$ cat src/rtl/crc32_serial_engine_if.sv
// Purpose : byte-stream handshake between a CRC producer (seal/CPU ownership
//           mux) and the bit-serial CRC-32 engine.
// Signals : crc_init/crc_data/crc_dv       producer -> engine
//           crc_ready/crc_busy/crc_done    engine -> producer (flow/status)
//           crc_value/crc_byte_count/crc_ovf engine -> producer (result)
// Modports: master = producer side, slave = engine side.
interface crc32_serial_engine_if #(
    parameter int CNT_W = 16
);
    logic             crc_init;
    logic [7:0]       crc_data;
    logic             crc_dv;
    logic             crc_ready;
    logic             crc_busy;
    logic             crc_done;
    logic [31:0]      crc_value;
    logic [CNT_W-1:0] crc_byte_count;
    logic             crc_ovf;

    modport master (
        output crc_init, crc_data, crc_dv,
        input  crc_ready, crc_busy, crc_done, crc_value, crc_byte_count, crc_ovf
    );

    modport slave (
        input  crc_init, crc_data, crc_dv,
        output crc_ready, crc_busy, crc_done, crc_value, crc_byte_count, crc_ovf
    );
endinterface

$ cat src/rtl/crc32_serial_engine.sv
// Purpose : bit-serial CRC-32 (IEEE 802.3, reflected). One LFSR shift per
//           clock, bytes absorbed LSB first, with a one-byte holding register
//           so a producer can issue back-to-back bytes.
// Ports   : clk  - system clock, all state on rising edge
//           rst  - asynchronous active-high reset
//           bus  - crc32_serial_engine_if.slave:
//                  crc_init (restart), crc_data/crc_dv (byte in),
//                  crc_ready (hold empty), crc_busy, crc_done (byte absorbed),
//                  crc_value (lfsr ^ XOROUT), crc_byte_count (saturating),
//                  crc_ovf (sticky, byte dropped while not ready)
module crc32_serial_engine #(
    parameter logic [31:0] POLY_REFL = 32'hEDB88320,
    parameter logic [31:0] INIT      = 32'hFFFFFFFF,
    parameter logic [31:0] XOROUT    = 32'hFFFFFFFF,
    parameter int          CNT_W     = 16
) (
    input  logic                  clk,
    input  logic                  rst,
    crc32_serial_engine_if.slave  bus
);
    localparam logic [0:0] ST_IDLE  = 1'b0;
    localparam logic [0:0] ST_SHIFT = 1'b1;

    logic [0:0]       state;
    logic [31:0]      lfsr;
    logic [7:0]       sreg;
    logic [2:0]       bitcnt;
    logic [7:0]       hold;
    logic             hold_v;
    logic             done_r;
    logic [CNT_W-1:0] count_r;
    logic             ovf_r;

    logic             last_shift;
    logic             accept;
    logic             fb;
    logic [31:0]      lfsr_next;

    always_comb begin
        last_shift = (state == ST_SHIFT) && (bitcnt == 3'd7);
        // The last shift drains hold into sreg, so a byte offered in that
        // cycle is taken even though hold is currently full.
        accept     = bus.crc_dv && (!hold_v || last_shift);
        fb         = lfsr[0] ^ sreg[0];
        lfsr_next  = {1'b0, lfsr[31:1]} ^ (fb ? POLY_REFL : '0);
    end

    always_ff @(posedge clk or posedge rst) begin
        if (rst) begin
            state   <= ST_IDLE;
            lfsr    <= INIT;
            sreg    <= '0;
            bitcnt  <= '0;
            hold    <= '0;
            hold_v  <= 1'b0;
            done_r  <= 1'b0;
            count_r <= '0;
            ovf_r   <= 1'b0;
        end else if (bus.crc_init) begin
            // Restart; a byte offered alongside init opens the new message.
            lfsr    <= INIT;
            hold_v  <= 1'b0;
            done_r  <= 1'b0;
            count_r <= '0;
            ovf_r   <= 1'b0;
            bitcnt  <= '0;
            if (bus.crc_dv) begin
                sreg  <= bus.crc_data;
                state <= ST_SHIFT;
            end else begin
                state <= ST_IDLE;
            end
        end else begin
            done_r <= 1'b0;
            if (bus.crc_dv && !accept)
                ovf_r <= 1'b1;

            case (state)
                ST_IDLE: begin
                    if (bus.crc_dv) begin
                        sreg   <= bus.crc_data;
                        bitcnt <= '0;
                        state  <= ST_SHIFT;
                    end
                end
                default: begin
                    lfsr   <= lfsr_next;
                    sreg   <= sreg >> 1;
                    bitcnt <= bitcnt + 3'd1;
                    if (last_shift) begin
                        done_r <= 1'b1;
                        if (count_r != '1)
                            count_r <= count_r + CNT_W'(1);
                        if (hold_v) begin
                            sreg   <= hold;
                            bitcnt <= '0;
                            if (bus.crc_dv)
                                hold <= bus.crc_data;
                            else
                                hold_v <= 1'b0;
                        end else if (bus.crc_dv) begin
                            sreg   <= bus.crc_data;
                            bitcnt <= '0;
                        end else begin
                            state <= ST_IDLE;
                        end
                    end else if (accept) begin
                        hold   <= bus.crc_data;
                        hold_v <= 1'b1;
                    end
                end
            endcase
        end
    end

    assign bus.crc_ready      = !hold_v;
    assign bus.crc_busy       = (state == ST_SHIFT) || hold_v;
    assign bus.crc_done       = done_r;
    assign bus.crc_value      = lfsr ^ XOROUT;
    assign bus.crc_byte_count = count_r;
    assign bus.crc_ovf        = ovf_r;
endmodule

$ cat src/flat_wrapper.sv
// flat-port wrapper written by rule: the top's interface ports become plain ports
module crc32_serial_engine_flat 
#(
    parameter logic [31:0] POLY_REFL = 32'hEDB88320,
    parameter logic [31:0] INIT      = 32'hFFFFFFFF,
    parameter logic [31:0] XOROUT    = 32'hFFFFFFFF,
    parameter int          CNT_W     = 16
)
  (clk, rst, bus_crc_init, bus_crc_data, bus_crc_dv, bus_crc_ready, bus_crc_busy, bus_crc_done, bus_crc_value, bus_crc_byte_count, bus_crc_ovf);
  crc32_serial_engine_if #(.CNT_W(CNT_W)) bus_i ();
  input  logic clk;
  input  logic rst;
  input wire logic [$bits(bus_i.crc_init)-1:0] bus_crc_init;
  input wire logic [$bits(bus_i.crc_data)-1:0] bus_crc_data;
  input wire logic [$bits(bus_i.crc_dv)-1:0] bus_crc_dv;
  output wire logic [$bits(bus_i.crc_ready)-1:0] bus_crc_ready;
  output wire logic [$bits(bus_i.crc_busy)-1:0] bus_crc_busy;
  output wire logic [$bits(bus_i.crc_done)-1:0] bus_crc_done;
  output wire logic [$bits(bus_i.crc_value)-1:0] bus_crc_value;
  output wire logic [$bits(bus_i.crc_byte_count)-1:0] bus_crc_byte_count;
  output wire logic [$bits(bus_i.crc_ovf)-1:0] bus_crc_ovf;
  assign bus_i.crc_init = bus_crc_init;
  assign bus_i.crc_data = bus_crc_data;
  assign bus_i.crc_dv = bus_crc_dv;
  assign bus_crc_ready = bus_i.crc_ready;
  assign bus_crc_busy = bus_i.crc_busy;
  assign bus_crc_done = bus_i.crc_done;
  assign bus_crc_value = bus_i.crc_value;
  assign bus_crc_byte_count = bus_i.crc_byte_count;
  assign bus_crc_ovf = bus_i.crc_ovf;
  crc32_serial_engine #(.POLY_REFL(POLY_REFL), .INIT(INIT), .XOROUT(XOROUT), .CNT_W(CNT_W)) u_core (.clk(clk), .rst(rst), .bus(bus_i));
endmodule
$ cat config.mk
export PLATFORM = sky130hd
export DESIGN_NAME = crc32_serial_engine_flat
export DESIGN_NICKNAME = d
export VERILOG_FILES = /design/src/rtl/crc32_serial_engine_if.sv /design/src/rtl/crc32_serial_engine.sv /design/src/flat_wrapper.sv
export SDC_FILE = /design/constraint.sdc
export NUM_CORES = 1
export LEC_CHECK = 0
export CAP_MARGIN = 25
export CORE_AREA = 3 3 99 101
export DETAILED_ROUTE_END_ITERATION = 8
export DIE_AREA = 0 0 102 104
export SLEW_MARGIN = 30
export SYNTH_ARGS = -nofsm -noshare
export SYNTH_HDL_FRONTEND = slang
export SYNTH_SLANG_ARGS = --single-unit
$ cat constraint.sdc
create_clock -name clk -period 2.9 [get_ports clk]
set_input_delay 0.58 -clock clk [delete_from_list [all_inputs] [get_ports clk]]
set_output_delay 0.58 -clock clk [all_outputs]
set_load 0.01 [all_outputs]
==> impl_metrics.json <==
{
  "power_frac_seq": 0.472,
  "switching_share": 0.2733,
  "timing.final.hold_violations": 0,
  "p_leak_nw": 2.026,
  "numPortBuffers": 63,
  "critical_path_class": "reg2reg",
  "rsz_0062_raised_after_global_routing": "false",
  "syn-instance-count": 366,
  "critPathMostFrequentCell": "sky130_fd_sc_hd__ha_1",
  "design.portCount": 64,
  "placeableCoreArea_um2": 9109,
  "insertion_delay_ns": 0.35,
  "floorplan.rows": 35,
  "postCtsSetupBuffers": 0,
  "postSynthRegisterBits": 71,
  "hold_path_startpoint": "u_core.bitcnt[0]",
  "htree_depth": 3,
  "cts_resized": 0,
  "max_buffers_root_to_sink": 2,
  "slew_headroom": 0.5902,
  "max-vdd-ir-drop_mv": 0.2297,
  "drtPass1Iterations": 6,
  "synth_sequential_area_ratio": 0.5035,
  "achievable-frequency_mhz": 436.6,
  "setup_tns_ns": 0,
  "post-place-cells": 524,
  "report.final.setup_viol": 0,
  "run_status": "completed",
  "routed_wire_length_per_instance_um": 14.27,
  "post-route-period-util": 0.7898,
  "gp_congestion": 0.7660,
  "drive_gt1_frac": 0.1725,
  "timing.max_cap.violations": 0,
  "synth_area_um2": 3608,
  "final_antenna_net_count": 0,
  "track_usage": 0.1500,
  "layout.area.seq_um2": 1818,
  "number_of_antenna_violations_at_the_first_check_in_global_routing": 0,
  "timing.critical_path.from": "u_core.bitcnt[0]",
  "worstPathCellList": "ha_1, ha_1, and2_1, nand3_1, nor3_1, mux2_2",
  "die-area_um2": 10610,
  "finalPower_mw": 2.529,
  "power-per-cell-area_nw_per_um2": 555.2,
  "synth_top_cell_by_area": "sky130_fd_sc_hd__dfrtp_1",
  "dpl_cell_area_um2": 4347,
  "crit_slowest_cell": "sky130_fd_sc_hd__and2_1",
  "tritoncts_num_sinks": 71,
  "detailroute.via_count": 2828,
  "endpoint_required_time_on_the_critical_path_ns": 3.12,
  "finish.cell_count_without_fillers": 540,
  "post-route-min-period_ns": 2.290,
  "end_kind": "flip-flop",
  "multi_input_comb_area_um2": 1555,
  "numCtsBuffers": 9,
  "grt_pass1_vias": 2680,
  "floorplan.die.height_um": 104,
  "intPower_mw": 1.838,
  "holdCritPathClass": "reg2reg",
  "area_delta_synth_final_pct": 26.21,
  "fill_cells": 880,
  "drt_initial_violations": 138,
  "clock_tree_from_tritoncts": "yes",
  "routed_wirelength_um": 7706,
  "grt_overflow_total": 0,
  "synthTopCellsByArea": "sky130_fd_sc_hd__dfrtp_1 (27%), sky130_fd_sc_hd__dfstp_2 (23%), sky130_fd_sc_hd__o211ai_1 (6.9%)",
  "worst_setup_hold_path_clk_slew_ns": 0.07,
  "drv_slew": 0,
  "setup.worst_path.start_class": "flip-flop",
  "share_clk_of_total_power": 0.327,
  "total_switching_power_mw": 0.6912,
  "clock_tree.root_cell": "sky130_fd_sc_hd__clkbuf_8",
  "pin_count_of_the_biggest_net_entering_global_routing": 65,
  "comb_power_share": 0.201,
  "wire_length_of_the_first_global_routing_pass_um": 12860,
  "hold_worst_slack_ns": 0.4991,
  "worst_path_largest_cell_delay_ns": 0.55,
  "post_drt_via_cell_ratio": 5.237,
  "synth.lib_cells_used.distinct": 42,
  "timing.critical_path.arrival_ns": 2.51,
  "worstReg2RegStart": "u_core.bitcnt[0]",
  "clock_tree_skew_after_final_layout_ns": 0.01513,
  "cts.hold.buffers_added": 0,
  "synthesis.area_per_instance_um2": 9.859,
  "worstMarginPinSlew_ns": 0.6148,
  "synth_nets": 381,
  "post_route_cell_area_um2": 4554,
  "diode_count": 0,
  "worst-path-max-fanout": 16,
  "synth_top_area_frac": 0.2705,
  "initial_standard_cell_utilization_of_the_core": 0.3962,
  "die_w_um": 102,
  "synth-warning-count": 0,
  "post-dp-hpwl_um": 5150,
  "post-route-drc-count": 0,
  "numnets_final": 439
}
-- worst paths after layout --
check / end / slack, ns / cells past startpoint
max: u_core.bus.crc_byte_count[11] / 0.61 / 6
min in group asynchronous: u_core.bus.crc_byte_count[14] / 0.62 / 2
min: u_core.bitcnt[0] / 0.50 / 1
min reg2reg: u_core.bitcnt[0] / 0.50 / 1
max in group asynchronous: u_core.lfsr[6] / 1.57 / 3
max reg2reg: u_core.bus.crc_byte_count[11] / 0.61 / 6
-- power by group through the flow --
stage | clock (mW) | sequential (mW) | combinational (mW)
floorplan | 0 | 1.19 | 0.333
global placement | 0 | 1.21 | 0.507
detailed placement | 0 | 1.21 | 0.516
CTS | 0.854 | 1.19 | 0.519
global route | 0.899 | 1.21 | 0.568
finish | 0.827 | 1.19 | 0.509
-- state kept, by name (all words and copies together), names as in the netlist --
signal,flops
u_core.lfsr,32
u_core.bus.crc_done,1
u_core.bus.crc_byte_count,16
u_core.state,1
u_core.sreg,8
u_core.bus.crc_ovf,1
u_core.bitcnt,3
u_core.hold_v,1
u_core.hold,8
-- kinds of logic (layout without fill, tap and decap cells) --
| group | Yosys count | after routing | synth area share |
|---|---|---|---|
| xor+xnor | 14 | 14 | 0.03398 |
| mux | 25 | 25 | 0.07281 |
| simple gates | 99 | 99 | 0.1335 |
| compound gates | 94 | 94 | 0.1751 |
| fa+ha+maj | 3 | 3 | 0.01040 |
| buf+inv | 60 | 123 | 0.07073 |
| flops | 71 | 71 | 0.5035 |
-- final cells by class --
class,instances,share of cell area
sequential,71,0.3992
multi-input combinational,235,0.3415
timing repair buffer,70,0.1527
clock buffer,11,0.03352
inverter,37,0.03049
tap,111,0.03049
clock inverter,5,0.01209
-- synth_stat cells --
cell type,count
sky130_fd_sc_hd__and4_4,1
sky130_fd_sc_hd__and4_1,1
sky130_fd_sc_hd__and3_1,3
sky130_fd_sc_hd__mux2i_1,15
sky130_fd_sc_hd__a211oi_4,1
sky130_fd_sc_hd__clkinv_1,1
sky130_fd_sc_hd__ha_1,3
sky130_fd_sc_hd__nand3b_1,1
sky130_fd_sc_hd__o22ai_1,1
sky130_fd_sc_hd__o211ai_1,33
sky130_fd_sc_hd__dfstp_2,32
sky130_fd_sc_hd__and4b_4,1
sky130_fd_sc_hd__nand4_1,7
sky130_fd_sc_hd__nand3_1,5
sky130_fd_sc_hd__a21o_1,1
sky130_fd_sc_hd__nand2_1,50
sky130_fd_sc_hd__xnor2_1,14
sky130_fd_sc_hd__buf_6,2
sky130_fd_sc_hd__inv_2,1
sky130_fd_sc_hd__buf_1,4
sky130_fd_sc_hd__o21ai_0,21
sky130_fd_sc_hd__buf_4,3
sky130_fd_sc_hd__a221oi_1,7
sky130_fd_sc_hd__clkbuf_1,11
sky130_fd_sc_hd__a211o_1,1
sky130_fd_sc_hd__a21oi_1,19
sky130_fd_sc_hd__buf_2,3
sky130_fd_sc_hd__nor2b_1,4
sky130_fd_sc_hd__dfrtp_1,39
sky130_fd_sc_hd__nand2b_1,1
sky130_fd_sc_hd__inv_1,35
sky130_fd_sc_hd__nor3_1,4
sky130_fd_sc_hd__nor2_1,7
sky130_fd_sc_hd__mux2_2,10
sky130_fd_sc_hd__a31oi_1,2
sky130_fd_sc_hd__or2_2,3
sky130_fd_sc_hd__o311ai_0,2
sky130_fd_sc_hd__a22o_1,2
sky130_fd_sc_hd__and2_1,1
sky130_fd_sc_hd__o31ai_1,2
sky130_fd_sc_hd__o41ai_1,2
sky130_fd_sc_hd__or3_1,10
-- cell usage in the layout (no fill, tap or decap), types with 2 or more instances in the layout --
cell / Yosys / final
sky130_fd_sc_hd__o31ai_1: 2 / 2
sky130_fd_sc_hd__buf_4: 3 / 6
sky130_fd_sc_hd__or2_2: 3 / 3
sky130_fd_sc_hd__dfstp_2: 32 / 32
sky130_fd_sc_hd__nand3_1: 5 / 5
sky130_fd_sc_hd__clkbuf_8: 0 / 9
sky130_fd_sc_hd__nand4_1: 7 / 7
sky130_fd_sc_hd__dfrtp_1: 39 / 38
sky130_fd_sc_hd__o311ai_0: 2 / 2
sky130_fd_sc_hd__ha_1: 3 / 3
sky130_fd_sc_hd__nor2_1: 7 / 7
sky130_fd_sc_hd__nand2_1: 50 / 50
sky130_fd_sc_hd__a21oi_1: 19 / 19
sky130_fd_sc_hd__o211ai_1: 33 / 33
sky130_fd_sc_hd__mux2i_1: 15 / 15
sky130_fd_sc_hd__o21ai_0: 21 / 21
sky130_fd_sc_hd__a31oi_1: 2 / 2
sky130_fd_sc_hd__mux2_2: 10 / 10
sky130_fd_sc_hd__inv_2: 1 / 2
sky130_fd_sc_hd__nor2b_1: 4 / 4
sky130_fd_sc_hd__and3_1: 3 / 3
sky130_fd_sc_hd__or3_1: 10 / 10
sky130_fd_sc_hd__a221oi_1: 7 / 7
sky130_fd_sc_hd__a22o_1: 2 / 2
sky130_fd_sc_hd__clkinv_2: 0 / 2
sky130_fd_sc_hd__xnor2_1: 14 / 13
sky130_fd_sc_hd__clkdlybuf4s50_1: 0 / 63
sky130_fd_sc_hd__nor3_1: 4 / 4
sky130_fd_sc_hd__o41ai_1: 2 / 2
sky130_fd_sc_hd__inv_1: 35 / 34
-- metrics by stage --
step,worst slack (ns),util
after CTS,0.5816,0.5000
after global routing,0.4315,0.5000
after floorplan,0.5764,-
after global placement,0.6772,0.4760
final,0.6096,0.5000
after detailed placement,0.6275,0.4772
-- critical path, delay by kind of cell, from the launching register on --
| family | cells | cell delay, ns |
|---|---|---|
| adders and majority gates | 2 | 0.39 |
| DFF | 1 | 0.37 |
| muxes | 1 | 0.37 |
| and+or+nand+nor | 3 | 1.04 |
-- layer usage --
metal / part of all wire / GRT usage / vias up
li1: - / - / 1403
met1: 0.49 / 0.2091 / 1366
met2: 0.46 / 0.2279 / 47
met3: 0.032 / 0.02817 / 12
met4: 0.018 / 0.06092 / 0
met5: 0 / 0 / -
Note: power is estimated with default switching activity, not from simulation.
